`config.mk`:
```
export PLATFORM = sky130hd
export DESIGN_NAME = seq_gen_scheduler
export DESIGN_NICKNAME = d
export VERILOG_FILES = /design/src/rtl/seq_sched_pkg.sv /design/src/rtl/rr_arbiter.sv /design/src/rtl/seq_gen_scheduler.sv
export SDC_FILE = /design/constraint.sdc
export NUM_CORES = 1
export LEC_CHECK = 0
export ABC_AREA = 1
export ABC_CLOCK_PERIOD_IN_PS = 1450
export CAP_MARGIN = 10
export CORE_MARGIN = 3
export CORE_UTILIZATION = 47
export DETAILED_ROUTE_END_ITERATION = 16
export HOLD_SLACK_MARGIN = 0.15
export PLACE_DENSITY = 0.74
export SETUP_SLACK_MARGIN = 0.2
export SYNTH_ARGS = -nofsm -noshare
export SYNTH_HDL_FRONTEND = slang
export SYNTH_SLANG_ARGS = --single-unit
```
`constraint.sdc`:
```
create_clock -name clk -period 1.45 [get_ports clk]
set_input_delay 0.29 -clock clk [delete_from_list [all_inputs] [get_ports clk]]
set_output_delay 0.29 -clock clk [all_outputs]
set_load 0.01 [all_outputs]
```
`src/rtl/seq_sched_pkg.sv`:
```
// Shared definitions for the sequence-generator scheduler.
// Holds the scheduler state type, the default parameter values and a
// helper that gives the width of an index into n items (at least 1 bit).
package seq_sched_pkg;

   localparam int unsigned DefNReq     = 4;
   localparam int unsigned DefSeqLen   = 8;
   localparam int unsigned DefStartLat = 1;

   typedef enum logic [2:0] {
      StIdle,
      StStart,
      StWait,
      StCapture,
      StDone
   } sched_state_e;

   function automatic int unsigned idx_width(input int unsigned n);
      return (n > 1) ? $clog2(n) : 1;
   endfunction

endpackage

```
`src/rtl/rr_arbiter.sv`:
```
// Combinational round-robin arbiter.
// Ports:
//   req      - request vector, one bit per requester
//   last_gnt - index of the most recently serviced requester
//   winner   - one-hot winner, searched from last_gnt+1 upward with wrap;
//              all zero when req is all zero
module rr_arbiter
   import seq_sched_pkg::*;
#(
   parameter int unsigned N_REQ = DefNReq,
   localparam int unsigned IdW  = idx_width(N_REQ)
) (
   input  logic [N_REQ-1:0] req,
   input  logic [IdW-1:0]   last_gnt,
   output logic [N_REQ-1:0] winner
);

   logic found;

   // First pass covers indices above last_gnt, second pass wraps to the rest,
   // so the previous winner is always considered last.
   always_comb begin
      winner = '0;
      found  = 1'b0;
      for (int unsigned i = 0; i < N_REQ; i++) begin
         if (!found && req[i] && (i > 32'(last_gnt))) begin
            winner[i] = 1'b1;
            found     = 1'b1;
         end
      end
      for (int unsigned i = 0; i < N_REQ; i++) begin
         if (!found && req[i] && (i <= 32'(last_gnt))) begin
            winner[i] = 1'b1;
            found     = 1'b1;
         end
      end
   end

endmodule

```
`src/rtl/seq_gen_scheduler.sv`:
```
// Shares one serial sequence generator between N_REQ requesters.
// A round-robin winner is granted, the generator is started, SEQ_LEN serial
// bits are captured MSB-first and returned with the winner's index.
// Ports:
//   clk, rst_n    - clock, asynchronous active-low reset
//   req           - per-requester level request
//   gnt           - one-hot grant, held from START through DONE
//   gen_start     - one-cycle start pulse to the generator
//   gen_data_out  - serial data from the generator
//   done          - one-cycle completion pulse
//   rsp_data      - captured sequence, held until the next done
//   rsp_id        - serviced requester index, held until the next done
//   busy          - high whenever not idle
module seq_gen_scheduler
   import seq_sched_pkg::*;
#(
   parameter int unsigned N_REQ     = DefNReq,
   parameter int unsigned SEQ_LEN   = DefSeqLen,  // must be >= 2
   parameter int unsigned START_LAT = DefStartLat // legal 1..15
) (
   input  logic                        clk,
   input  logic                        rst_n,
   input  logic [N_REQ-1:0]            req,
   output logic [N_REQ-1:0]            gnt,
   output logic                        gen_start,
   input  logic                        gen_data_out,
   output logic                        done,
   output logic [SEQ_LEN-1:0]          rsp_data,
   output logic [idx_width(N_REQ)-1:0] rsp_id,
   output logic                        busy
);

   localparam int unsigned IdW  = idx_width(N_REQ);
   localparam int unsigned BitW = idx_width(SEQ_LEN);
   localparam logic [BitW-1:0] LastBit  = BitW'(SEQ_LEN - 1);
   // Only reached when START_LAT > 1; WAIT counts 0..START_LAT-2.
   localparam logic [3:0]      LastWait = 4'(START_LAT - 2);

   sched_state_e       state_q, state_d;
   logic [N_REQ-1:0]   gnt_q, gnt_d;
   logic [IdW-1:0]     cur_id_q, cur_id_d;
   logic [IdW-1:0]     last_gnt_q, last_gnt_d;
   logic [BitW-1:0]    bit_cnt_q, bit_cnt_d;
   logic [3:0]         wait_cnt_q, wait_cnt_d;
   logic [SEQ_LEN-2:0] shift_q, shift_d;
   logic [SEQ_LEN-1:0] shift_full;
   logic [SEQ_LEN-1:0] rsp_data_q, rsp_data_d;
   logic [IdW-1:0]     rsp_id_q, rsp_id_d;
   logic [N_REQ-1:0]   win_oh;
   logic [IdW-1:0]     win_id;

   rr_arbiter #(
      .N_REQ (N_REQ)
   ) u_rr_arbiter (
      .req      (req),
      .last_gnt (last_gnt_q),
      .winner   (win_oh)
   );

   always_comb begin
      win_id = '0;
      for (int unsigned i = 0; i < N_REQ; i++) begin
         if (win_oh[i]) win_id = IdW'(i);
      end
   end

   assign shift_full = {shift_q, gen_data_out};

   always_comb begin
      state_d    = state_q;
      gnt_d      = gnt_q;
      cur_id_d   = cur_id_q;
      last_gnt_d = last_gnt_q;
      bit_cnt_d  = bit_cnt_q;
      wait_cnt_d = wait_cnt_q;
      shift_d    = shift_q;
      rsp_data_d = rsp_data_q;
      rsp_id_d   = rsp_id_q;
      case (state_q)
         StIdle: begin
            if (|req) begin
               gnt_d    = win_oh;
               cur_id_d = win_id;
               state_d  = StStart;
            end
         end
         StStart: begin
            bit_cnt_d  = '0;
            wait_cnt_d = '0;
            state_d    = (START_LAT > 1) ? StWait : StCapture;
         end
         StWait: begin
            if (wait_cnt_q == LastWait) state_d = StCapture;
            else                        wait_cnt_d = wait_cnt_q + 4'd1;
         end
         StCapture: begin
            shift_d = shift_full[SEQ_LEN-2:0];
            if (bit_cnt_q == LastBit) begin
               // Results are published only on entry to DONE so the outputs
               // keep the previous response for the whole of this service.
               rsp_data_d = shift_full;
               rsp_id_d   = cur_id_q;
               state_d    = StDone;
            end else begin
               bit_cnt_d = bit_cnt_q + 1'b1;
            end
         end
         StDone: begin
            last_gnt_d = cur_id_q;
            gnt_d      = '0;
            state_d    = StIdle;
         end
         default: state_d = StIdle;
      endcase
   end

   always_ff @(posedge clk or negedge rst_n) begin
      if (!rst_n) begin
         state_q    <= StIdle;
         gnt_q      <= '0;
         cur_id_q   <= '0;
         last_gnt_q <= IdW'(N_REQ - 1);
         bit_cnt_q  <= '0;
         wait_cnt_q <= '0;
         shift_q    <= '0;
         rsp_data_q <= '0;
         rsp_id_q   <= '0;
      end else begin
         state_q    <= state_d;
         gnt_q      <= gnt_d;
         cur_id_q   <= cur_id_d;
         last_gnt_q <= last_gnt_d;
         bit_cnt_q  <= bit_cnt_d;
         wait_cnt_q <= wait_cnt_d;
         shift_q    <= shift_d;
         rsp_data_q <= rsp_data_d;
         rsp_id_q   <= rsp_id_d;
      end
   end

   assign gnt       = gnt_q;
   assign gen_start = (state_q == StStart);
   assign done      = (state_q == StDone);
   assign busy      = (state_q != StIdle);
   assign rsp_data  = rsp_data_q;
   assign rsp_id    = rsp_id_q;

endmodule

```
# Word-level counts from Yosys, hierarchy flattened
# Cells that the tools add are included.
# classes
order_cmp	6
reduce_logical	30
add_sub_neg	2
muxes	25
eq_ne	11
# op_table
operator	count
$pmux 4 s2	2
$mux 1	13
$logic_and 1x1->1	12
$mux 3	4
$pmux 3 s4	1
$ne 2x2->1 const B	5
$reduce_and 2->1	5
$mux 4	2
$eq 3x2->1 const B	2
$eq 3x3->1 const B	2
$logic_not 1->1	6
$pmux 3 s2	1
$reduce_bool 2->1	3
$add 4x1->4 const B	1
$eq 4x4->1 const B	1
$gt 2x2->1 const A	2
$le 2x2->1 const A	2
$mux 2	2
$reduce_or 4->1	1
$add 3x1->3 const B	1
$eq 3x1->1 const B	1
$logic_not 3->1	1
$reduce_and 3->1	1
$reduce_bool 3->1	1
other kinds (2)	2
# word_totals
output_inout_bits	17
elab_cells	83
ff_bits	35

# Longest topological paths before layout
# logic_depth
depth_word	28
ltp_mapped	8
mapped_depth_nobuf	8

# Hierarchy
# From an unflattened synthesis, not the netlist that was laid out.
# hier_totals
cells_unflattened	200
area_unflattened_um2	1679.1
# by_module_without_submodules
module	instances	cells_per_inst	seq_area_each_um2	area_each_um2
seq_gen_scheduler	1	179	878.3	1580.3
rr_arbiter	1	21	0.0	98.8

# Worst setup path before layout
# OpenSTA, ideal clock, no wires.
# synth_timing
path_kind	reg-to-reg
startpoint	register bit_cnt_q[0]
endpoint	register state_q[1]
period_less_slack_ps	1372
n_path_buf	0
t_arrival_ps	1249
path_slack_ps	78
stages_incl_launch_ff	8
setup_time_ps	123
path_cell_list	dfrtp_1 ha_1 ha_1 nor2_2 inv_2 and2_1 o21ai_2 o21ai_1
# synth_via
elab_chain_len	3
# synth_lines
element	line_no	text
from (decl)	seq_gen_scheduler.sv:43	logic [BitW-1:0] bit_cnt_q, bit_cnt_d;
from (signal assigned)	seq_gen_scheduler.sv:133	bit_cnt_q <= bit_cnt_d;
$eq 3x3->1	seq_gen_scheduler.sv:98	if (bit_cnt_q == LastBit) begin
$ne 2x2->1 (no source line)	--	
$reduce_and 3->1 (no source line)	--	
to (signal assigned)	seq_gen_scheduler.sv:119	state_q <= StIdle;
to (signal assigned)	seq_gen_scheduler.sv:129	state_q <= state_d;
to (decl)	seq_gen_scheduler.sv:39	sched_state_e state_q, state_d;
# No other way between the ends.
# A chain may end at the register's enable or synchronous reset.

# Worst setup path after layout
# layout_timing
startpoint	register state_q[0]
endpoint	output port gen_start
# layout_via
elab_chain_len	1
# layout_lines
element	line_no	text
$eq 3x1->1	seq_gen_scheduler.sv:142	assign gen_start = (state_q == StStart);
to (decl)	seq_gen_scheduler.sv:25	output logic gen_start,
# No other way between the ends.

==> summary.txt <==
Via density -> 5.07
DIE WIDTH -> 63.5 um
Final Critical Period -> 1.55 ns
most common cell after layout, fill and taps aside -> dfrtp_1
cell area after synthesis -> 1550 sq um
Final Hold Vio Count -> 0
Final #Nets -> 252
first-pass GRT wire length -> 6820 um
Initial Util -> 0.500
synth warn -> 0
Post-Place Cells -> 253
CP max FO -> 3
wire length per cell -> 16.0 um
DP HPWL -> 2410 um
Hold WC Path Type -> in -> async
Pleak -> 1.24 nW
Critical-path top delay cell -> dfrtp_1
crit path DAT -> 1.26 ns
dominant synthesized flop cell -> dfrtp_1
CP Capture Type -> output port
EDFF count, synth -> 0
Vias -> 1455
DIE AREA -> 4030 sq um
latest clock arrival within the worst-skew pair -> 0.34 ns
Routed Antenna Nets -> 0
Yosys reg bits -> 35
max incr delay on CP -> 0.38 ns
crit path cell chain -> inv_2, buf_6, nor3_4, buf_2
Setup WS post-layout -> -0.102 ns
top cell type's share of synthesized area -> 0.532
initial antenna violation count -> 0
violated checks -> negative setup slack
RePlAce Congestion -> 0.774
register clock-pin slew on the reported worst setup and hold paths -> 0.11 ns
final core utilization -> 0.788
fin crit share -> 1.07
I/O Buffers -> 23
drt total wl -> 4600 um
Startpoint Class -> flop
FMAX -> 0.644 GHz
layout cells sized above 1 -> 0.510
Worst-Margin Slew -> 0.303 ns
Worst Skew -> 0.00751 ns
H-tree Lvls -> 2
TritonCTS sink count -> 35
top cells by area, synth -> dfrtp_1, nand2_1, inv_1, nand3_1, o21ai_0
Core ar. -> 3100 sq um
Die Y -> 63.5 um
RSZ-0062 raised after global routing -> true
Num CTS Buffers -> 5
vias in the first global route -> 1444
IO Count -> 24
power density cells -> 2080 nW/um^2
maxcap violations -> 0
ant diodes -> 0
Total Power -> 5.10 mW
grt ovf -> 0
number of DRC markers in iteration 0 -> 85
Rel. slew slack -> 0.797
most frequent cells in the layout -> dfrtp_1, buf_4, nand2_1, inv_1, buf_2
DR pass1 iterations -> 6
Max Slew Vio Count -> 0
Post-Syn Instances -> 171
area grow syn2layout -> 57.6%
critical path type -> reg -> out
non-filler instance count after layout -> 287
DRC -> 0
Crit path required time -> 1.16 ns
syn_area_per_cell -> 9.07 sq um
largest area contributor in the netlist -> dfrtp_1
Max Buffers Root-to-Sink -> 2
syn nets -> 181
Async SR Flop Fraction -> 1.00
sequential fraction of the synthesis area -> 0.566
# rows -> 20
status -> finished with violations
Tot GR Track Use -> 0.221
Final setup violation count -> 4
largest net degree at the start of global routing -> 36
VDD IR-drop max -> 1110 uV
CTS tree -> built
CTS Root Cell -> clkbuf_4
unique cell type count in the Yosys netlist -> 27
CTS Hold Buffers Added -> 0
[where the power goes]
part	switching [mW]	internal [mW]
combinational	1.45	1.47
clock	0.328	0.189
sequential	0.282	1.38
total	2.06	3.04
[per-layer routing]
| layer | GRT usage | wire [um] | up-vias |
|---|---|---|---|
| met5 | 0 | 0 | - |
| met4 | 0.127 | 188 | 0 |
| met3 | 0.0481 | 184 | 23 |
| met2 | 0.348 | 2350 | 43 |
| met1 | 0.279 | 1880 | 698 |
| li1 | - | - | 691 |
[worst max-delay path: cells and delay by family (launching register included)]
family	cells	cell delay, ns
buffers and inverters	3	0.34
DFF	1	0.38
and+or+nand+nor	1	0.20
[path summary, 6_finish.rpt]
check | startpoint | endpoint | slack, ns | cells after the start
min reg2reg | shift_q[6] | shift_q[6] | 0.50 | 2
max in group asynchronous | rst_n | last_gnt_q[0] | 0.90 | 2
min | rst_n | wait_cnt_q[3] | 0.30 | 2
min in group clk | shift_q[6] | shift_q[6] | 0.50 | 2
max reg2reg | state_q[2] | state_q[0] | -0.03 | 8
max | state_q[0] | gen_start | -0.10 | 4
[kinds of logic (layout without fill, tap and decap cells)]
| logic type | Yosys count | count (layout) | share of synthesized area |
|---|---|---|---|
| adder cells (fa/ha/maj) | 3 | 3 | 0.0242 |
| XOR/XNOR | 2 | 2 | 0.0113 |
| AND/OR/NAND/NOR | 74 | 74 | 0.220 |
| AO/OA/AOI/OAI | 29 | 29 | 0.106 |
| buffers and inverters | 28 | 100 | 0.0726 |
| flip-flops | 35 | 35 | 0.566 |
[repair_timing]
action,in CTS,in global routing
hold endpoints to repair,0,0
setup buffers,18,7
cloned,0,1
resized for setup,98,51
pin swaps,16,6
endpoints found under the setup margin,42,40
[layout make-up]
type | count | area, sq um
clock buffer | 7 | 45.0
clock inverter | 1 | 5.00
fill | 206 | 658
inverter | 26 | 113
multi-input combinational | 108 | 783
sequential | 35 | 878
tap | 44 | 55.1
timing repair buffer | 66 | 566
[registers in the layout, indices dropped and copies added, names as in the netlist]
register and count:
shift_q 7, last_gnt_q 2, wait_cnt_q 4, cur_id_q 2, state_q 3, gnt 4
rsp_data 8, bit_cnt_q 3, rsp_id 2
[synth_stat cells (2+ instances only)]
master   number
nand3_1      14
dfrtp_1      33
o21ai_1      10
ha_1          3
nand4_1       2
dfstp_2       2
o21ai_0      13
inv_2         3
a22o_1        2
inv_1        23
nor2_1        8
nand2_1      43
[stage by stage]
step	setup WS (ns)	setup TNS, ns	hold slack, ns	instance area (sq um)
4_1_cts	-0.0679	-0.0679	0.312	2230
5_1_grt	-0.166	-0.928	0.294	2440
6_report	-0.102	-0.180	0.299	2440
3_5_place_dp	-0.149	-0.721	0.473	1990
3_3_place_gp	-0.0672	-0.255	0.462	1990
2_1_floorplan	0.193	0	-0.00559	1580
(Power assumes the default switching activity.)
